**config.mk**
```make
export PLATFORM = sky130hd
export DESIGN_NAME = mem_issue_arbiter_flat
export DESIGN_NICKNAME = d
export VERILOG_FILES = /design/src/rtl/scheduler_pkg.sv /design/src/rtl/mem_issue_arbiter_if.sv /design/src/rtl/oldest_slot_select.sv /design/src/rtl/mem_issue_arbiter.sv /design/src/flat_wrapper.sv
export SDC_FILE = /design/constraint.sdc
export NUM_CORES = 1
export LEC_CHECK = 0
export CAP_MARGIN = 0
export CORE_MARGIN = 3
export CORE_UTILIZATION = 28
export DETAILED_ROUTE_END_ITERATION = 16
export HOLD_SLACK_MARGIN = 0.03
export PLACE_DENSITY = 0.82
export SLEW_MARGIN = 15
export SYNTH_ARGS = -nofsm -noshare
export SYNTH_HDL_FRONTEND = slang
export SYNTH_HIERARCHICAL = 1
export SYNTH_SLANG_ARGS = --single-unit
```
**constraint.sdc**
```tcl
create_clock -name main_clk -period 1.6 [get_ports main_clk]
set_input_delay 0.4 -clock main_clk [delete_from_list [all_inputs] [get_ports main_clk]]
set_output_delay 0.4 -clock main_clk [all_outputs]
set_load 0.005 [all_outputs]
```
**src/rtl/scheduler_pkg.sv**
```systemverilog
// Shared scheduler types: slot indices/masks, age matrix, arbiter FSM states,
// watchdog limit and a one-hot helper.
package scheduler_pkg;

  localparam int SLOT_COUNT = 8;

  typedef logic [2:0]                             slot_idx_t;
  typedef logic [SLOT_COUNT-1:0]                  slot_mask_t;
  typedef logic [SLOT_COUNT-1:0][SLOT_COUNT-1:0]  slot_age_t;

  typedef enum logic [1:0] {
    ST_IDLE  = 2'd0,
    ST_ISSUE = 2'd1,
    ST_WAIT  = 2'd2
  } arb_state_t;

  localparam logic [7:0] WD_LIMIT = 8'd255;

  function automatic slot_mask_t slot_onehot(input slot_idx_t idx);
    return slot_mask_t'(1) << idx;
  endfunction

endpackage

```
**src/rtl/mem_issue_arbiter_if.sv**
```systemverilog
// Slot-request and memory-port handshake bundle for mem_issue_arbiter.
// master = arbiter side, slave = slots/memory unit side.
interface mem_issue_arbiter_if;
  import scheduler_pkg::*;

  slot_mask_t slot_req;
  slot_age_t  slot_older;
  logic       flush;
  logic       mem_req_valid;
  logic       mem_req_ready;
  slot_idx_t  mem_req_slot;
  logic       mem_done;
  slot_mask_t slot_done;
  logic       busy;
  logic       watchdog_err;

  modport master (
    input  slot_req, slot_older, flush, mem_req_ready, mem_done,
    output mem_req_valid, mem_req_slot, slot_done, busy, watchdog_err
  );

  modport slave (
    output slot_req, slot_older, flush, mem_req_ready, mem_done,
    input  mem_req_valid, mem_req_slot, slot_done, busy, watchdog_err
  );

endinterface

```
**src/rtl/oldest_slot_select.sv**
```systemverilog
// Picks the oldest requesting slot from the age matrix; a cyclic or otherwise
// inconsistent matrix falls back to the lowest requesting index.
module oldest_slot_select
  import scheduler_pkg::*;
(
  input  slot_mask_t req_mask,
  input  slot_age_t  age,
  output slot_idx_t  sel_idx,
  output logic       sel_found
);

  slot_mask_t cand;

  // A slot is a candidate when no other requester claims to be older than it.
  always_comb begin
    cand = req_mask;
    for (int i = 0; i < SLOT_COUNT; i++) begin
      for (int j = 0; j < SLOT_COUNT; j++) begin
        if (j != i && req_mask[j] && age[j][i]) cand[i] = 1'b0;
      end
    end
  end

  always_comb begin
    sel_idx   = '0;
    sel_found = |req_mask;
    for (int i = SLOT_COUNT - 1; i >= 0; i--) begin
      if (req_mask[i]) sel_idx = slot_idx_t'(i);
    end
    if (|cand) begin
      for (int i = SLOT_COUNT - 1; i >= 0; i--) begin
        if (cand[i]) sel_idx = slot_idx_t'(i);
      end
    end
  end

endmodule

```
**src/rtl/mem_issue_arbiter.sv**
```systemverilog
// Issues the oldest requesting slot to the shared memory port, one access at a
// time. Optional watchdog: define MEM_ISSUE_ARBITER_WATCHDOG_EN.
//
// state    | meaning
// ST_IDLE  | no access outstanding; select oldest requester
// ST_ISSUE | mem_req_valid high, waiting for mem_req_ready
// ST_WAIT  | request accepted, waiting for mem_done
module mem_issue_arbiter
  import scheduler_pkg::*;
(
  input logic                 main_clk,
  input logic                 main_rst_n,
  mem_issue_arbiter_if.master bus
);

  arb_state_t state_q, state_d;
  slot_idx_t  slot_q, slot_d;
  logic       kill_q, kill_d;
  slot_idx_t  sel_idx;
  logic       sel_found;

  oldest_slot_select u_select (
    .req_mask  (bus.slot_req),
    .age       (bus.slot_older),
    .sel_idx   (sel_idx),
    .sel_found (sel_found)
  );

  always_ff @(posedge main_clk or negedge main_rst_n) begin
    if (!main_rst_n) begin
      state_q <= ST_IDLE;
      slot_q  <= '0;
      kill_q  <= 1'b0;
    end else begin
      state_q <= state_d;
      slot_q  <= slot_d;
      kill_q  <= kill_d;
    end
  end

  // A flushed access still finishes its handshake; kill_q only suppresses slot_done.
  always_comb begin
    state_d = state_q;
    slot_d  = slot_q;
    kill_d  = kill_q;
    unique case (state_q)
      ST_IDLE: begin
        if (sel_found && !bus.flush) begin
          slot_d  = sel_idx;
          kill_d  = 1'b0;
          state_d = ST_ISSUE;
        end
      end
      ST_ISSUE: begin
        if (bus.flush) kill_d = 1'b1;
        if (bus.mem_req_ready) state_d = ST_WAIT;
      end
      ST_WAIT: begin
        if (bus.flush) kill_d = 1'b1;
        if (bus.mem_done) begin
          kill_d  = 1'b0;
          state_d = ST_IDLE;
        end
      end
      default: state_d = ST_IDLE;
    endcase
  end

  always_comb begin
    bus.mem_req_valid = (state_q == ST_ISSUE);
    bus.mem_req_slot  = slot_q;
    bus.busy          = (state_q != ST_IDLE);
    bus.slot_done     = '0;
    if (state_q == ST_WAIT && bus.mem_done && !kill_q && !bus.flush)
      bus.slot_done = slot_onehot(slot_q);
  end

`ifdef MEM_ISSUE_ARBITER_WATCHDOG_EN
  logic [7:0] wd_cnt_q, wd_cnt_d;
  logic       wd_err_q, wd_err_d;

  always_ff @(posedge main_clk or negedge main_rst_n) begin
    if (!main_rst_n) begin
      wd_cnt_q <= '0;
      wd_err_q <= 1'b0;
    end else begin
      wd_cnt_q <= wd_cnt_d;
      wd_err_q <= wd_err_d;
    end
  end

  // Counter saturates at the limit; the error flag is sticky until reset.
  always_comb begin
    wd_cnt_d = '0;
    wd_err_d = wd_err_q;
    if (state_q == ST_WAIT && !bus.mem_done) begin
      wd_cnt_d = (wd_cnt_q == WD_LIMIT) ? wd_cnt_q : wd_cnt_q + 8'd1;
      if (wd_cnt_d == WD_LIMIT) wd_err_d = 1'b1;
    end
  end

  assign bus.watchdog_err = wd_err_q;
`else
  assign bus.watchdog_err = 1'b0;
`endif

endmodule

```
**src/flat_wrapper.sv**
```systemverilog
// flat-port wrapper written by rule: the top's interface ports become plain ports
module mem_issue_arbiter_flat import scheduler_pkg::*;
  (main_clk, main_rst_n, bus_slot_req, bus_slot_older, bus_flush, bus_mem_req_ready, bus_mem_done, bus_mem_req_valid, bus_mem_req_slot, bus_slot_done, bus_busy, bus_watchdog_err);
  mem_issue_arbiter_if bus_i ();
  input logic main_clk;
  input logic main_rst_n;
  input wire logic [$bits(bus_i.slot_req)-1:0] bus_slot_req;
  input wire logic [$bits(bus_i.slot_older)-1:0] bus_slot_older;
  input wire logic [$bits(bus_i.flush)-1:0] bus_flush;
  input wire logic [$bits(bus_i.mem_req_ready)-1:0] bus_mem_req_ready;
  input wire logic [$bits(bus_i.mem_done)-1:0] bus_mem_done;
  output wire logic [$bits(bus_i.mem_req_valid)-1:0] bus_mem_req_valid;
  output wire logic [$bits(bus_i.mem_req_slot)-1:0] bus_mem_req_slot;
  output wire logic [$bits(bus_i.slot_done)-1:0] bus_slot_done;
  output wire logic [$bits(bus_i.busy)-1:0] bus_busy;
  output wire logic [$bits(bus_i.watchdog_err)-1:0] bus_watchdog_err;
  assign bus_i.slot_req = bus_slot_req;
  assign bus_i.slot_older = bus_slot_older;
  assign bus_i.flush = bus_flush;
  assign bus_i.mem_req_ready = bus_mem_req_ready;
  assign bus_i.mem_done = bus_mem_done;
  assign bus_mem_req_valid = bus_i.mem_req_valid;
  assign bus_mem_req_slot = bus_i.mem_req_slot;
  assign bus_slot_done = bus_i.slot_done;
  assign bus_busy = bus_i.busy;
  assign bus_watchdog_err = bus_i.watchdog_err;
  mem_issue_arbiter u_core (.main_clk(main_clk), .main_rst_n(main_rst_n), .bus(bus_i));
endmodule
```
# Yosys cells after proc, flatten, opt, wreduce, memory -nomap -nowiden
# Index checks and enable logic that the tools add are counted.
# op_classes
eq_ne	5
n_shift	1
mux	82
reduce_logical	70
# op_table
cell	n
$logic_and A1 B1 Y1	60
$mux W1	59
$mux W3	17
$reduce_or A8 Y1	2
$mux W8	1
$shl A1 B3 Y8 const A	1
$mux W2	3
$pmux W2 S3	1
$ne A2 B2 Y1 const B	2
$reduce_and A2 Y1	2
$pmux W1 S3	1
$reduce_and A3 Y1	1
$reduce_bool A3 Y1	1
$eq A2 B1 Y1 const B	1
$eq A2 B2 Y1 const B	1
$logic_not A1 Y1	2
$logic_not A2 Y1	1
$ne A2 B1 Y1 const B	1
$reduce_bool A2 Y1	1
# word_totals
regBits	6
inputBits	77
wordCells	161

# Logic depth before layout (Yosys ltp)
# Gate-level depths: netlist of the first run.
# depth
ltp_word	17
ltp_mapped	8
ltp_nobuf	7

# Hierarchy
# The synthesis of the first run kept the hierarchy.
# modules_own_cells
module	instances	cells_per_inst	area_per_inst_um2	seq_area_each_um2
oldest_slot_select	1	75	530.5	0.0
mem_issue_arbiter	1	48	446.7	150.1

# Worst setup path before layout of the first run
# No wires, ideal clock.
# synth_timing
kind	input to register
from	in bus_slot_req[4]
to	reg u_core.slot_q[0], in the netlist u_core/bus.mem_req_slot[0]
setup_time_ps	125
arrival_ps	1688
required_ps	1475
slack_ps	-213
stages	8
path_buffers	1
path_cell_list	buf_4 > a22o_1 > a221oi_1 > and4_1 > a41oi_1 > a31oi_1 > a21oi_1 > mux2_4
# synth_via
elab_chain_len	14
elab_cells_between_ends	57
classes_between	mux (46); reduce/logical (11)
# synth_rtl
element	line_no	source
start, declared	flat_wrapper.sv:7	input wire logic [$bits(bus_i.slot_req)-1:0] bus_slot_req;
$mux W3 (5 in a row)	oldest_slot_select.sv:28	if (req_mask[i]) sel_idx = slot_idx_t'(i);
$mux W3 (8 in a row)	oldest_slot_select.sv:32	if (cand[i]) sel_idx = slot_idx_t'(i);
$mux W3 (*)	oldest_slot_select.sv:30	if (|cand) begin
named net u_core.sel_idx[0]	mem_issue_arbiter.sv:19	slot_idx_t sel_idx;
end signal, assigned	mem_issue_arbiter.sv:36	slot_q <= slot_d;
end, declared	mem_issue_arbiter.sv:17	slot_idx_t slot_q, slot_d;
# Mark *: on every way through the listed nets, which the timed path passes. The rest lies on a longest branch.
# A chain may end at the register's enable or synchronous reset.

# Worst setup path in the final report of the first run
# Same ends and word-level chain as after synthesis.

==> impl_metrics.toml, run 1 <==
[status]
outcome = "complete, but fails checks"
violations = "setup timing"

[yosys]
yosys_register_bits = 6
synth_top_area_frac = 0.154
synth_largest_area_cell = "dfrtp_1"
synth_cell_types = 39
async_reset_ff_frac = 1.00
synth_nets = 205
synth-main-ff-cell = "dfrtp_1"
synth-edff-count = 0
synth_top_cells_by_area = "dfrtp_1, a22o_1, ha_1, a221oi_1, a22oi_1"
yosysSeqAreaShare = 0.154
yosys-top-cells-count = "nand2_1, nor2_1, a22o_1"
ys.warnings.count = 6
syn_inst = 123
syn_avg_cell_area_um2 = 7.94
mappedNetlistArea_um2 = 977

[drt]
ant_nets = 0
post-route-drc-count = 0
wl_per_cell_um = 15.6
via_per_inst = 5.07
routed_wl_mm = 4.48
drt_first_pass_iters = 4
dr_total_vias = 1454
first_iter_violations = 27

[sta]
finalCritPeriodShare = 1.12
rsz0062_at_grt = "true"
fin_skew_ns = 0.00446
hold_viol_final = 0
slew_violations = 0
setup_ws_ns = -0.190
fin_crit_ns = 1.79
max_clock_freq_mhz = 559
finalSetupViolCount = 13

[clocking]
clockBufferDepth = 2
cts-root-buf = "clkbuf_4"
clock-sinks = 6
holdBufCountCts = 0
clk_pin_slew_ns = 0.05
h-tree-depth = 1
clk_latency_ns = 0.23
cts_tree = "built"
numCtsBuffers = 3

[placement]
place_inst = 271
post-dp-hpwl_mm = 3.36
post-place-ws_ns = -0.811
gp_congestion = 0.881
port_buffers = 81
place_area_mm2 = 0.00205

[final_layout]
multi_input_area_um2 = 923
fill_cells = 266
design_area_mm2 = 0.00226
nets = 327
post-route-util = 0.711
fin_cells = 287
diodes = 0
final-seq-area_um2 = 153
areaGrowthSynthToFinish_pct = 131
drive_gt1_frac = 0.465

[power_and_ir_drop]
switching_share = 0.373
p_seq_frac = 0.182
power.total_w = 0.00166
p_leak_nw = 1.10
p_int_w = 0.00104
ir_worst_vdd_uv = 293
powerDensity_mw_per_mm2 = 736
p_clk_frac = 0.079
net-switching-power_w = 0.000621
power_frac_comb = 0.739

[die]
dieWidth_um = 65.1
dieHeight_um = 65.1
initial_core_util = 0.307
dieArea_mm2 = 0.00423
rows = 20
io_pins = 91
core_area_mm2 = 0.00318

[worst_setup_path]
cp.buffers_inverters = 2
critical_path_arrival_ns = 1.90
path_cells = "buf_8 -> buf_6 -> a22o_1 -> a221oi_2 -> and4_1 -> a41oi_2 -> a31oi_1 -> a21oi_1 -> mux2_4"
cp-end-kind = "register"
required_ns = 1.71
path_class = "input port to register"
max_stage_delay_ns = 0.27
cp_slowest_cell = "mux2_4"
cp_max_fo = 6
cpLargestDelayFamily = "compound AO/OA/AOI/OAI gates"
start_kind = "input port"

[hold_path]
min_path_type = "input port to async pin"

[grt]
antenna_found_initial = 0
grt_pass1_wl_mm = 6.85
grt.overflow.total = 0
grt_start_max_net_pins = 11
grt_pass1_vias = 1517
grt_usage = 0.201

[run]
cap_violations = 0
==> metal layers <==
metal	routed length, um	part of all wire	global-route usage
met5	0	0	0
met4	20	0.0045	0.0311
met3	331	0.074	0.0381
met2	2310	0.51	0.372
met1	1820	0.41	0.242
==> registers in the layout (all words and copies together), names as in the netlist <==
register / cells
u_core/bus.mem_req_slot: 3
u_core/kill_q: 1
u_core/state_q: 2
==> path summary, 6_finish.rpt <==
check                      cells past startpoint  slack, ns                          start                                      to
min reg2reg                                    2       0.58      u_core/kill_q$_DFFE_PN0P_               u_core/kill_q$_DFFE_PN0P_
max reg2reg                                    8      -0.11  u_core/state_q[1]$_DFFE_PN0P_  u_core/bus.mem_req_slot[0]$_DFFE_PN0P_
min                                            1       0.41                     main_rst_n           u_core/state_q[1]$_DFFE_PN0P_
max in group asynchronous                      1       0.94                     main_rst_n  u_core/bus.mem_req_slot[0]$_DFFE_PN0P_
max                                            9      -0.19                bus_slot_req[4]  u_core/bus.mem_req_slot[0]$_DFFE_PN0P_
min in group main_clk                          2       0.58      u_core/kill_q$_DFFE_PN0P_               u_core/kill_q$_DFFE_PN0P_
==> kinds of logic after synthesis <==
kind of cell	Yosys count	synth area share
DFF	6	0.154
other	1	0.00384
buffers and inverters	14	0.0883
AOI/OAI and AO/OA	39	0.316
muxes	4	0.0576
adders and majority gates	5	0.0640
and+or+nand+nor	54	0.316
==> cell usage in the layout, fill, tap and decap left out, types with 2 or more instances in the layout <==
master	instances
buf_2	16
o21ai_0	2
nor2b_1	3
nand2b_1	3
a22oi_1	5
clkdlybuf4s15_1	6
dlymetal6s2s_1	5
dlygate4sd2_1	30
a221oi_2	6
nor4_2	2
a21oi_1	4
and4_1	3
clkdlybuf4s50_1	18
a22o_1	8
mux2_4	3
ha_4	3
dfrtp_2	2
buf_8	2
nand2_1	13
clkbuf_4	3
buf_4	38
dfrtp_1	4
nor3_1	3
nand4_1	2
nor2_4	2
inv_2	2
nor2_2	5
ha_1	2
and4_4	4
o31ai_1	2
inv_1	2
clkbuf_2	2
nor2_1	6
buf_6	8
a22oi_2	3
==> repair_timing <==
action	in CTS	in global routing
setup buffers	10	4
setup endpoints to repair	18	16
gates resized for setup	155	28
endpoints found under the hold margin	0	0
pin swaps	47	23
==> layout make-up <==
cell class              count  share of cell area
multi-input cells         103               0.409
clock buffers               3             0.00997
repair buffers            126               0.479
well taps                  44              0.0244
flip-flops and latches      6              0.0676
inverters                   5              0.0105
==> per-stage QoR <==
step	TNS, ns	hold slack (ns)
6_report	-1.36	0.411
5_1_grt	-2.46	0.417
4_1_cts	-1.38	0.411
3_5_place_dp	-9.22	0.570
3_3_place_gp	-8.87	0.558
2_1_floorplan	-0.384	0.104
==> power groups by stage <==
stage | Sequential (W) | Clock (W) | Combinational, W
after floorplan | 0.000291 | 0 | 0.000449
final | 0.000303 | 0.000131 | 0.00123
after CTS | 0.000304 | 0.000136 | 0.00112
after global routing | 0.000314 | 0.000157 | 0.00133
after global placement | 0.000283 | 0 | 0.00104
after detailed placement | 0.000286 | 0 | 0.00107
Power figures use the tool's default switching activity.
==> run 2, diff against run 1 <==
ABC_CLOCK_PERIOD_IN_PS = 1600   (was default)
SKIP_LAST_GASP = 1   (was default)
==> run 2 against run 1 <==
The flow still finishes with violations (setup timing). Sequential power about the same. Clock-buffer cell count is the same. Fmax barely moved. First-iteration DRC count increased by 7.4%. Register-to-register slack hardly changed. Sequential share of layout area up 0.057 points. Design area fell by 0.83%. Clock power barely moved. Hold slack lost 0.00063 ns. Routed wire length down 1.0%. Global-route usage unchanged. Critical path type unchanged. Largest power group unchanged.
==> impl_metrics.toml, run 2 (same netlist as run 1, synthesis figures left out) <==
[status]
outcome = "complete, but fails checks"
violations = "setup timing"

[final_layout]
diodes = 0
nets = 327
final_common_cell = "buf_4"
largest_register_ffs = 3
areaGrowthSynthToFinish_pct = 129
fill_cells = 271
multi_input_area_um2 = 913
final-seq-area_um2 = 153
post-route-util = 0.705
drive_gt1_frac = 0.465
final_cell_mix = "buf_4, dlygate4sd2_1, clkdlybuf4s50_1"

[sta]
setup_ws_ns = -0.190
finalCritPeriodShare = 1.12
fin_crit_ns = 1.79
rsz0062_at_grt = "true"
slew_violations = 0
max_clock_freq_mhz = 559
fin_skew_ns = 0.00454
finalSetupTns_ns = -1.42
finalSetupViolCount = 13
hold_viol_final = 0

[drt]
drt_first_pass_iters = 4
post-route-drc-count = 0
ant_nets = 0
dr_total_vias = 1445
first_iter_violations = 29
wl_per_cell_um = 15.4
routed_wl_mm = 4.43
via_per_inst = 5.03

[hold_path]
min_path_type = "input port to async pin"

[worst_setup_path]
critical_path_arrival_ns = 1.90
required_ns = 1.71
rrSetupSlack_ns = -0.10
max_stage_delay_ns = 0.27
cpLargestDelayFamily = "compound AO/OA/AOI/OAI gates"
regToRegStartpoint = "u_core/state_q[1]$_DFFE_PN0P_"
rr_endpoint = "u_core/bus.mem_req_slot[0]$_DFFE_PN0P_"
start_kind = "input port"
path_class = "input port to register"
cp.buffers_inverters = 2
path_cells = "buf_8 -> buf_6 -> a22o_1 -> a221oi_2 -> and4_1 -> a41oi_2 -> a31oi_1 -> a21oi_1 -> mux2_4"
cp_max_fo = 6
r2r_cells = 8
cp-end-kind = "register"
cp_slowest_cell = "mux2_4"

[clocking]
clockBufferDepth = 2
clk_pin_slew_ns = 0.05
h-tree-depth = 1
numCtsBuffers = 3
cts_tree = "built"
clock-sinks = 6
cts-root-buf = "clkbuf_4"
clk_latency_ns = 0.23

[placement]
port_buffers = 81
post-place-ws_ns = -0.811
post-dp-hpwl_mm = 3.36
gp_congestion = 0.881

[die]
dieHeight_um = 65.1
rows = 20
initial_core_util = 0.307
dieWidth_um = 65.1
io_pins = 91
dieArea_mm2 = 0.00423
core_area_mm2 = 0.00318

[power_and_ir_drop]
ir_worst_vdd_uv = 285
p_leak_nw = 1.10
powerDensity_mw_per_mm2 = 732
power.total_w = 0.00164

[grt]
grt_start_max_net_pins = 11
grt_pass1_wl_mm = 6.85
grt_pass1_vias = 1517
grt.overflow.total = 0
grt_usage = 0.201
antenna_found_initial = 0

[run]
cap_violations = 0
run 2: cell types whose count changed in the layout (fill, tap and decap cells not counted):
cell,before,now
buf_6,8,9
inv_4,0,1
buf_8,2,1
ha_2,0,1
dlygate4sd2_1,30,32
clkdlybuf4s15_1,6,4
inv_6,1,0
ha_4,3,2
run 2: what timing repair did:
item / 4_1_cts / 5_1_grt
setup buffers: 10 / 4
hold buffers: 0 / 0
endpoints found under the hold margin: 0 / 0
pin swaps: 47 / 23
gates resized for setup: 155 / 23
setup endpoints to repair: 18 / 16
run 2: metrics by stage:
stage	cell area, um^2	hold slack (ns)	std cells
after detailed placement	2050	0.570	271
after global routing	2240	0.417	287
after global placement	2050	0.558	271
final	2240	0.411	287
after CTS	2170	0.411	284
after floorplan	1010	0.104	123
run 2: worst reg2reg max path, stage by stage (launching register included):
cell and delay, ns:
dfrtp_1 0.41, buf_4 0.15, buf_6 0.11, inv_4 0.07, ha_4 0.14, inv_2 0.04
buf_4 0.11, or2_4 0.25, mux2_4 0.30
run 2: worst max path at each step:
stage / start / to / slack, ns / cells after the start
after floorplan: bus_slot_older[4] / u_core/bus.mem_req_slot[0]$_DFFE_PN0P_ / -0.20 / 7
after global placement: bus_slot_req[2] / u_core/bus.mem_req_slot[0]$_DFFE_PN0P_ / -0.81 / 8
after detailed placement: bus_slot_req[2] / u_core/bus.mem_req_slot[0]$_DFFE_PN0P_ / -0.81 / 8
after CTS: u_core/state_q[0]$_DFFE_PN0P_ / bus_slot_done[0] / -0.15 / 6
after global routing: bus_slot_req[4] / u_core/bus.mem_req_slot[0]$_DFFE_PN0P_ / -0.27 / 9
final: bus_slot_req[4] / u_core/bus.mem_req_slot[0]$_DFFE_PN0P_ / -0.19 / 9
run 2: power by group:
group / leakage (nW) / internal, W / switching, W
Clock: 0.0138 / 0.0000844 / 0.0000471
Sequential: 0.0745 / 0.000225 / 0.0000780
Combinational: 1.01 / 0.000725 / 0.000480
Total: 1.10 / 0.00103 / 0.000605
run 2: layer usage:
metal / GRT usage / up-vias / wire length (um)
met5: 0 / - / 0
li1: - / 716 / -
met4: 0.0311 / 0 / 20
met2: 0.372 / 68 / 2260
met1: 0.242 / 659 / 1820
met3: 0.0381 / 2 / 336
run 2: area by class of cell:
| class | instances | share of cell area |
|---|---|---|
| multi-input combinational | 103 | 0.408 |
| timing repair buffer | 126 | 0.480 |
| inverter | 5 | 0.00950 |
| sequential | 6 | 0.0682 |
| clock buffer | 3 | 0.0101 |
| tap | 44 | 0.0246 |
